`src/rtl/bist_scheduler_if.sv`:
```
`default_nettype none
// ============================================================================
// Module   : bist_scheduler_if
// Brief    : Control/status bundle between the BIST scheduler and the
//            per-port BIST sender/checker pairs. The slave modport is the
//            scheduler's view; the master modport is the requester/port side.
// Revision : 1.0 - initial release
// ============================================================================
interface bist_scheduler_if #(
    parameter int NUM_PORTS = 5
) ();
    localparam int CUR_W = (NUM_PORTS > 1) ? $clog2(NUM_PORTS) : 1;

    logic                 start;
    logic [NUM_PORTS-1:0] port_ready;
    logic [NUM_PORTS-1:0] port_error;
    logic [NUM_PORTS-1:0] port_reset;
    logic                 busy;
    logic                 done;
    logic [CUR_W-1:0]     cur_port;
    logic [NUM_PORTS-1:0] pass_mask;
    logic [NUM_PORTS-1:0] timeout_mask;

    modport master (
        output start, port_ready, port_error,
        input  port_reset, busy, done, cur_port, pass_mask, timeout_mask
    );

    modport slave (
        input  start, port_ready, port_error,
        output port_reset, busy, done, cur_port, pass_mask, timeout_mask
    );
endinterface
`default_nettype wire

```
`src/rtl/bist_scheduler.sv`:
```
`default_nettype none
// ============================================================================
// Module   : bist_scheduler
// Brief    : Runs each link port's BIST sender/checker pair in turn, port 0
//            upward. All senders are held in reset for SETTLE_CYCLES, then
//            one port at a time is released, its burst completion awaited,
//            the checker pipeline drained, and its error flag sampled.
//            Tested ports are left released (mission mode).
//            Optional macro BIST_SCHED_TIMEOUT_EN enables the RUN watchdog;
//            without it RUN waits indefinitely and timeout_mask reads 0.
// Revision : 1.0 - initial release
// ============================================================================
module bist_scheduler #(
    parameter int NUM_PORTS      = 5,
    parameter int SETTLE_CYCLES  = 4,
    parameter int TIMEOUT_CYCLES = 1100
) (
    input  wire logic       clk,
    input  wire logic       reset,
    bist_scheduler_if.slave sched_if
);
    localparam int CUR_W   = (NUM_PORTS > 1) ? $clog2(NUM_PORTS) : 1;
    localparam int CNT_MAX = (SETTLE_CYCLES > TIMEOUT_CYCLES) ? SETTLE_CYCLES : TIMEOUT_CYCLES;
    localparam int CNT_W   = $clog2(CNT_MAX + 1);

    localparam logic [CNT_W-1:0] SETTLE_LD  = CNT_W'(SETTLE_CYCLES);
    localparam logic [CNT_W-1:0] TIMEOUT_LD = CNT_W'(TIMEOUT_CYCLES);
    localparam logic [CNT_W-1:0] CNT_ONE    = CNT_W'(1);
    localparam logic [CUR_W-1:0] LAST_PORT  = CUR_W'(NUM_PORTS - 1);

    typedef enum logic [2:0] {
        S_IDLE  = 3'd0,
        S_HOLD  = 3'd1,
        S_RUN   = 3'd2,
        S_DRAIN = 3'd3,
        S_CHECK = 3'd4,
        S_DONE  = 3'd5
    } state_t;

    state_t               state_q;
    logic [CNT_W-1:0]     cnt_q;
    logic [CUR_W-1:0]     cur_port_q;
    logic [NUM_PORTS-1:0] port_reset_q;
    logic [NUM_PORTS-1:0] pass_mask_q;
    logic                 busy_q;
    logic                 done_q;
`ifdef BIST_SCHED_TIMEOUT_EN
    logic [NUM_PORTS-1:0] timeout_mask_q;
`endif

    logic             ready_cur;
    logic             error_cur;
    logic [CUR_W-1:0] next_port;

    // Only the port under test is observed; other ports' flags are ignored.
    assign ready_cur = sched_if.port_ready[cur_port_q];
    assign error_cur = sched_if.port_error[cur_port_q];
    assign next_port = cur_port_q + CUR_W'(1);

    // Sequencer: state, counter and all registered outputs in one process.
    always_ff @(posedge clk or posedge reset) begin
        if (reset) begin
            state_q        <= S_IDLE;
            cnt_q          <= '0;
            cur_port_q     <= '0;
            port_reset_q   <= '1;
            pass_mask_q    <= '0;
            busy_q         <= 1'b0;
            done_q         <= 1'b0;
`ifdef BIST_SCHED_TIMEOUT_EN
            timeout_mask_q <= '0;
`endif
        end else begin
            case (state_q)
                S_IDLE, S_DONE: begin
                    if (sched_if.start) begin
                        state_q        <= S_HOLD;
                        port_reset_q   <= '1;
                        pass_mask_q    <= '0;
                        cur_port_q     <= '0;
                        cnt_q          <= SETTLE_LD;
                        busy_q         <= 1'b1;
                        done_q         <= 1'b0;
`ifdef BIST_SCHED_TIMEOUT_EN
                        timeout_mask_q <= '0;
`endif
                    end
                end

                S_HOLD: begin
                    // Hold runs SETTLE_CYCLES+1 cycles so port 0 leaves reset
                    // one cycle after the count has fully expired.
                    if (cnt_q == '0) begin
                        state_q                  <= S_RUN;
                        port_reset_q[cur_port_q] <= 1'b0;
                        cnt_q                    <= TIMEOUT_LD;
                    end else begin
                        cnt_q <= cnt_q - CNT_ONE;
                    end
                end

                S_RUN: begin
                    // Ready has priority over a simultaneous watchdog expiry.
                    if (ready_cur) begin
                        state_q <= S_DRAIN;
                        cnt_q   <= SETTLE_LD;
                    end
`ifdef BIST_SCHED_TIMEOUT_EN
                    else if (cnt_q == CNT_ONE) begin
                        // Port spent exactly TIMEOUT_CYCLES in RUN: isolate it.
                        timeout_mask_q[cur_port_q] <= 1'b1;
                        port_reset_q[cur_port_q]   <= 1'b1;
                        cnt_q                      <= '0;
                        state_q                    <= S_CHECK;
                    end else begin
                        cnt_q <= cnt_q - CNT_ONE;
                    end
`endif
                end

                S_DRAIN: begin
                    // Gives the checker pipeline SETTLE_CYCLES to flush.
                    if (cnt_q == CNT_ONE) begin
                        state_q <= S_CHECK;
                    end
                    cnt_q <= cnt_q - CNT_ONE;
                end

                S_CHECK: begin
`ifdef BIST_SCHED_TIMEOUT_EN
                    pass_mask_q[cur_port_q] <= ~error_cur & ~timeout_mask_q[cur_port_q];
`else
                    pass_mask_q[cur_port_q] <= ~error_cur;
`endif
                    if (cur_port_q == LAST_PORT) begin
                        state_q <= S_DONE;
                        busy_q  <= 1'b0;
                        done_q  <= 1'b1;
                    end else begin
                        // Next port goes straight to RUN; no second hold.
                        cur_port_q              <= next_port;
                        port_reset_q[next_port] <= 1'b0;
                        cnt_q                   <= TIMEOUT_LD;
                        state_q                 <= S_RUN;
                    end
                end

                default: begin
                    state_q <= S_IDLE;
                    busy_q  <= 1'b0;
                    done_q  <= 1'b0;
                end
            endcase
        end
    end

    assign sched_if.port_reset   = port_reset_q;
    assign sched_if.busy         = busy_q;
    assign sched_if.done         = done_q;
    assign sched_if.cur_port     = cur_port_q;
    assign sched_if.pass_mask    = pass_mask_q;
`ifdef BIST_SCHED_TIMEOUT_EN
    assign sched_if.timeout_mask = timeout_mask_q;
`else
    assign sched_if.timeout_mask = '0;
`endif

endmodule
`default_nettype wire
```
`src/flat_wrapper.sv`:
```
// flat-port wrapper written by rule: the top's interface ports become plain ports
module bist_scheduler_flat 
#(
    parameter int NUM_PORTS      = 5,
    parameter int SETTLE_CYCLES  = 4,
    parameter int TIMEOUT_CYCLES = 1100
)
  (clk, reset, sched_if_start, sched_if_port_ready, sched_if_port_error, sched_if_port_reset, sched_if_busy, sched_if_done, sched_if_cur_port, sched_if_pass_mask, sched_if_timeout_mask);
  bist_scheduler_if #(.NUM_PORTS(NUM_PORTS)) sched_if_i ();
  input  wire logic clk;
  input  wire logic reset;
  input wire logic [$bits(sched_if_i.start)-1:0] sched_if_start;
  input wire logic [$bits(sched_if_i.port_ready)-1:0] sched_if_port_ready;
  input wire logic [$bits(sched_if_i.port_error)-1:0] sched_if_port_error;
  output wire logic [$bits(sched_if_i.port_reset)-1:0] sched_if_port_reset;
  output wire logic [$bits(sched_if_i.busy)-1:0] sched_if_busy;
  output wire logic [$bits(sched_if_i.done)-1:0] sched_if_done;
  output wire logic [$bits(sched_if_i.cur_port)-1:0] sched_if_cur_port;
  output wire logic [$bits(sched_if_i.pass_mask)-1:0] sched_if_pass_mask;
  output wire logic [$bits(sched_if_i.timeout_mask)-1:0] sched_if_timeout_mask;
  assign sched_if_i.start = sched_if_start;
  assign sched_if_i.port_ready = sched_if_port_ready;
  assign sched_if_i.port_error = sched_if_port_error;
  assign sched_if_port_reset = sched_if_i.port_reset;
  assign sched_if_busy = sched_if_i.busy;
  assign sched_if_done = sched_if_i.done;
  assign sched_if_cur_port = sched_if_i.cur_port;
  assign sched_if_pass_mask = sched_if_i.pass_mask;
  assign sched_if_timeout_mask = sched_if_i.timeout_mask;
  bist_scheduler #(.NUM_PORTS(NUM_PORTS), .SETTLE_CYCLES(SETTLE_CYCLES), .TIMEOUT_CYCLES(TIMEOUT_CYCLES)) u_core (.clk(clk), .reset(reset), .sched_if(sched_if_i));
endmodule
```
`config.mk`:
```
export PLATFORM = sky130hd
export DESIGN_NAME = bist_scheduler_flat
export DESIGN_NICKNAME = d
export VERILOG_FILES = /design/src/rtl/bist_scheduler_if.sv /design/src/rtl/bist_scheduler.sv /design/src/flat_wrapper.sv
export SDC_FILE = /design/constraint.sdc
export NUM_CORES = 1
export LEC_CHECK = 0
export ABC_CLOCK_PERIOD_IN_PS = 1800
export BUFFER_PORTS_ARGS = -buffer_cell sky130_fd_sc_hd__buf_2
export CAP_MARGIN = 20
export CELL_PAD_IN_SITES_DETAIL_PLACEMENT = 0
export CELL_PAD_IN_SITES_GLOBAL_PLACEMENT = 1
export CORE_MARGIN = 2
export CORE_UTILIZATION = 38
export DETAILED_ROUTE_END_ITERATION = 7
export GPL_ROUTABILITY_DRIVEN = 0
export GPL_TIMING_DRIVEN = 0
export HOLD_SLACK_MARGIN = 0.12
export PLACE_DENSITY = 0.77
export SETUP_SLACK_MARGIN = 0.15
export SLEW_MARGIN = 0
export SYNTH_ARGS = -nofsm -noshare
export SYNTH_HDL_FRONTEND = slang
export SYNTH_SLANG_ARGS = --single-unit
```
`constraint.sdc`:
```
create_clock -name clk -period 1.8 [get_ports clk]
set_input_delay 0.18 -clock clk [delete_from_list [all_inputs] [get_ports clk]]
set_output_delay 0.18 -clock clk [all_outputs]
set_load 0.005 [all_outputs]
```
=== Word-level counts from Yosys, hierarchy flattened ===
Index checks and enable logic that the tools add are counted.

* Equal/unequal tests: 13
* Reductions and logical operators: 15
* Magnitude comparators: 4
* Bitwise gates (word level): 6
* Mux-type cells: 35
* Add/subtract/negate cells: 2

{| class="wikitable"
|+ Operators by type and width
! operator !! number
|-
| 11-bit case mux with 5 select lines || 1
|-
| 11-bit 2-to-1 mux || 4
|-
| 3-bit 2-to-1 mux || 7
|-
| 5-bit 2-to-1 mux || 4
|-
| 3-bit case mux with 5 select lines || 1
|-
| 5-bit case mux with 3 select lines || 1
|-
| 4-bit AND reduction || 3
|-
| 11-bit by 1-bit == test with 1-bit output, second input constant || 1
|-
| 11-bit zero test || 1
|-
| 11-bit by 1-bit subtractor with 11-bit output, second input constant || 1
|-
| 5-bit AND || 2
|-
| 5-bit NOT || 2
|-
| 5-bit case mux with 2 select lines || 1
|-
| 3-bit == test, second input constant || 3
|-
| 3-bit by 4-bit < comparator with 1-bit output, second input constant || 2
|-
| 1-bit 2-to-1 mux || 8
|-
| 2-bit by 1-bit != test with 1-bit output, second input constant || 4
|-
| 1-bit binary-select mux with 3-bit select || 2
|-
| 1-bit demux with 3-bit select || 2
|-
| 3-bit by 2-bit == test with 1-bit output, second input constant || 2
|-
| 3-bit by 1-bit >= comparator with 1-bit output, second input constant || 2
|-
| 1-bit case mux with 3 select lines || 2
|-
| 3-bit case mux with 2 select lines || 1
|-
| 3-bit AND reduction || 2
|-
| other kinds (13) || 16
|}

* Output and inout port bits: 20
* Flip-flop bits (word level): 29

=== Depth between registers and ports, before layout ===
* Depth in word-level cells: 9
* Mapped depth: 8
* Mapped depth without buffers: 7

=== Worst setup path before layout ===
No wires, ideal clock.

* Path type: flip-flop to flip-flop
* Start: register u_core.cur_port_q[0], in the netlist u_core.sched_if.cur_port[0]
* End: register u_core.cnt_q[10]
* Path buffers: 2
* Library setup time: 0.126 ns
* Arrival: 1.889 ns
* Stages on the path, launching flop included: 9
* Data required time: 1.674 ns
* Clock period less this slack: 2.015 ns
* Setup slack: -0.215 ns
* Cell sequence: dfrtp_1 -> buf_2 -> inv_1 -> ha_1 -> a31oi_1 -> o2bb2ai_2 -> or2_0 -> buf_2 -> o32a_1

* Cells in the longest elaborated chain, start to end: 4
* Elaborated cells on any way between the ends: 6

{| class="wikitable"
|+ Ends and longest elaborated chain
! item !! RTL line !! RTL
|-
| start: declaration || bist_scheduler.sv:42 || <nowiki>logic [CUR_W-1:0] cur_port_q;</nowiki>
|-
| start signal: assignment || bist_scheduler.sv:141 || <nowiki>cur_port_q <= next_port;</nowiki>
|-
| 1-bit binary-select mux with 3-bit select || bist_scheduler.sv:56 || <nowiki>assign ready_cur = sched_if.port_ready[cur_port_q];</nowiki>
|-
| 1-bit 2-to-1 mux (implied by the code) || bist_scheduler.sv:56 ||
|-
| 2-bit by 1-bit != test with 1-bit output (no line) || n/a ||
|-
| 4-bit AND reduction (no line) (*) || n/a ||
|-
| end signal: assignment || bist_scheduler.sv:98 || <nowiki>cnt_q <= cnt_q - CNT_ONE;</nowiki>
|-
| end signal: assignment || bist_scheduler.sv:126 || <nowiki>cnt_q <= cnt_q - CNT_ONE;</nowiki>
|-
| end: declaration || bist_scheduler.sv:41 || <nowiki>logic [CNT_W-1:0] cnt_q;</nowiki>
|}

Mark *: on every way between the ends. The rest lies on a longest branch, timed or not. The select of a mux whose other input is x is not followed.
A chain may end at the register's enable or synchronous reset.

=== Worst setup path in the final report ===
* Start: register u_core.cnt_q[1]
* End: register u_core.cnt_q[0]

* Cells in the longest elaborated chain, start to end: 3

{| class="wikitable"
|+ Ends and longest elaborated chain
! item !! RTL line !! RTL
|-
| 11-bit zero test || bist_scheduler.sv:93 || <nowiki>if (cnt_q == '0) begin</nowiki>
|-
| 11-bit 2-to-1 mux || bist_scheduler.sv:93 ||
|-
| 11-bit case mux with 5 select lines || bist_scheduler.sv:74 || <nowiki>case (state_q)</nowiki>
|}

Every way passes these cells.

==> results.toml <==
[outcome]
outcome = "complete, but fails checks"
failed_checks = "setup timing"

[sta]
fin_setup_tns_ps = -1671
worstMarginPinSlew_ps = 611.7
max_freq_mhz = 510.1
holdWs_ps = 295.9
skew_ps = 8.970
setup_violations = 18
setup_ws_ps = -160.5
finalCritPeriodShare = 1.089
hold_violations = 0
fin_crit_ps = 1960
relSlewSlack = 0.5908
finalMaxSlewViolations = 0
rsz0062_at_grt = "true"

[floorplan]
die_h_um = 75.51
io_pins = 33
coreArea_mm2 = 0.005010
dieArea_mm2 = 0.005702
start_util = 0.3879
rows = 26
die_w_um = 75.51

[place]
portBuffers = 26
hpwl_um = 3469
placed_area_mm2 = 0.002237

[power]
power_density_mw_per_mm2 = 1482
p_seq_frac = 0.242
switching_share = 0.4306
leakage_uw = 0.001277
p_clk_frac = 0.147
finalPower_uw = 4218
p_int_uw = 2402
comb_power_share = 0.611
p_sw_uw = 1816
vdd_drop_max_uv = 658.0

[min_path]
holdPathStages = 3
hp-class = "in -> reg"

[job]
max_cap_violations = 0

[synthesis]
synthTopCellsByArea = "dfrtp_1 31%, dfstp_2 6.8%, a21oi_1 5.4%, nor2_1 5.4%, o21ai_0 5.4%"
ys_seq_elements = 29
ys_warn_count = 0
yosysMostFrequentCell = "nor2_1"
synth_top_area_cell = "dfrtp_1"
ys_types = 54
synth_area_per_cell_um2 = 8.598
synth_area_mm2 = 0.001943
synth_flop_cell = "dfrtp_1"
synth_edf_count = 0
syn_inst = 226
async_flop_share = 1.000
synth_top_area_frac = 0.3091
seq_area_frac_synth = 0.3767
synthTopCellsByCount = "28 x nor2_1, 24 x dfrtp_1, 21 x a21oi_1, 21 x o21ai_0, 10 x buf_2"

[layout]
synthToLayoutAreaGrowth_pct = 46.43
fin_area_mm2 = 0.002845
drive_above_1_share = 0.4505
fill_cells = 463
final_core_util = 0.5679
diodes = 0
finalNetCount = 310

[global_routing]
grt_pass1_wl_um = 8542
antenna_found_initial = 0
track_usage = 0.1985
grt_pass1_vias = 1689
grt_max_degree = 20
overflow = 0

[worst_setup_path]
path_max_fanout = 7
cp-start-kind = "flip-flop"
crit_required_ps = 1970
path_class = "reg -> reg"
reg2regPathDepth = 8
critPathArrivalTime_ps = 2130
endpoint_kind = "flip-flop"

[route]
vias = 1932
drt-total-wl_um = 5557
ant_nets = 0
drc_errors = 0
drt_pass1_iterations = 5
avgViaCountPerCell = 5.322
drt_iter0_drc = 94
wire_per_inst_um = 15.31

[clocking]
cts_tree = "built"
cts_buffer_depth = 2
path_clk_slew_ps = 60
clock_latency_ps = 290
cts_made_buffers = 5
cts_root_buf = "clkbuf_8"
clock-sinks = 29
htreeDepth = 2
==> worst paths after layout <==
| path | from | to | slack [ps] |
|---|---|---|---|
| hold reg to reg | u_core.sched_if.pass_mask[1]$_DFFE_PP0P_ | u_core.sched_if.pass_mask[1]$_DFFE_PP0P_ | 510 |
| max in group asynchronous | reset | u_core.sched_if.cur_port[1]$_DFFE_PP0P_ | 840 |
| setup / recovery | u_core.cnt_q[1]$_DFFE_PP0P_ | u_core.cnt_q[0]$_DFFE_PP0P_ | -160 |
| setup reg to reg | u_core.cnt_q[1]$_DFFE_PP0P_ | u_core.cnt_q[0]$_DFFE_PP0P_ | -160 |
| min in group asynchronous | reset | u_core.sched_if.pass_mask[1]$_DFFE_PP0P_ | 470 |
| hold / removal | sched_if_start | u_core.state_q[0]$_DFFE_PP0P_ | 300 |
==> what timing repair did <==
action	CTS	global route
pin swaps	15	13
cloned	0	0
resized for setup	38	33
hold endpoints to repair	5	0
endpoints found under the setup margin	26	26
setup buffers	15	12
hold buffers	1	0
==> per-stage QoR <==
| step | instances | setup WS, ps |
|---|---|---|
| 2_1_floorplan | 230 | 6.823 |
| 6_report | 363 | -160.5 |
| 4_1_cts | 351 | -112.6 |
| 3_3_place_gp | 326 | -213.8 |
| 5_1_grt | 363 | -233.8 |
| 3_5_place_dp | 327 | -203.5 |
==> routing by layer <==
metal	up-vias	share of wire	GRT usage
li1	948	-	-
met1	926	0.48	0.2907
met5	-	0	0
met2	48	0.46	0.2986
met4	0	0.019	0.06823
met3	10	0.039	0.03042
==> cell families after synthesis <==
kind of cell | after synthesis | share of synthesized area
compound gates | 73 | 0.2415
other cells | 1 | 0.001930
buf+inv | 29 | 0.07212
simple gates | 80 | 0.2292
xor+xnor | 2 | 0.009016
fa+ha+maj | 5 | 0.03220
mux | 7 | 0.03735
flops | 29 | 0.3767
==> power by group through the flow <==
stage               Clock, uW  Combinational [uW]  Sequential, uW
detailed placement          0                1620            1020
global route              647                2800            1050
CTS                       623                2130            1010
finish                    620                2580            1020
floorplan                   0                1230             997
global placement            0                1590            1020
==> state kept, by name (all words and copies together) (netlist names) <==
name	cells
u_core.sched_if.cur_port	3
u_core.cnt_q	11
u_core.state_q	3
u_core.sched_if.busy	1
u_core.sched_if.port_reset	5
u_core.sched_if.done	1
u_core.sched_if.pass_mask	5
==> area by class of cell <==
class,count,area [um2],area share
tap,70,87.58,0.03078
sequential,29,733.2,0.2577
clock inverter,1,5.005,0.001759
inverter,10,42.54,0.01495
multi-input combinational,172,1350,0.4745
buffer,19,125.1,0.04398
timing repair buffer,55,405.4,0.1425
clock buffer,7,96.34,0.03386
==> layout by cell type (no fill, tap or decap), types with 3 or more instances in the layout <==
cell type | Yosys | final
dfstp_2 | 5 | 5
dfrtp_1 | 24 | 23
o21ai_1 | 1 | 6
buf_4 | 5 | 29
nor3_1 | 7 | 3
nor2_1 | 28 | 22
nand2b_1 | 5 | 5
nand3_1 | 7 | 7
mux2i_1 | 5 | 5
nor2_2 | 0 | 5
conb_1 | 1 | 5
inv_1 | 9 | 6
inv_2 | 1 | 3
o31ai_1 | 5 | 5
nand3b_1 | 3 | 3
o21ai_0 | 21 | 14
clkbuf_8 | 0 | 7
nor3_4 | 0 | 5
buf_6 | 0 | 7
nand2_1 | 8 | 8
a21oi_1 | 21 | 13
buf_2 | 10 | 30
or3_1 | 5 | 4
ha_1 | 5 | 3
a21oi_2 | 0 | 7
==> critical path: stages (launching register included) <==
cell and delay [ps]:
dfrtp_1 400, inv_2 100, ha_4 130, or4b_4 490, nor4_4 240, or2b_4 240
buf_4 130, buf_4 100, o21ai_2 40
Note: power is estimated with default switching activity, not from simulation.
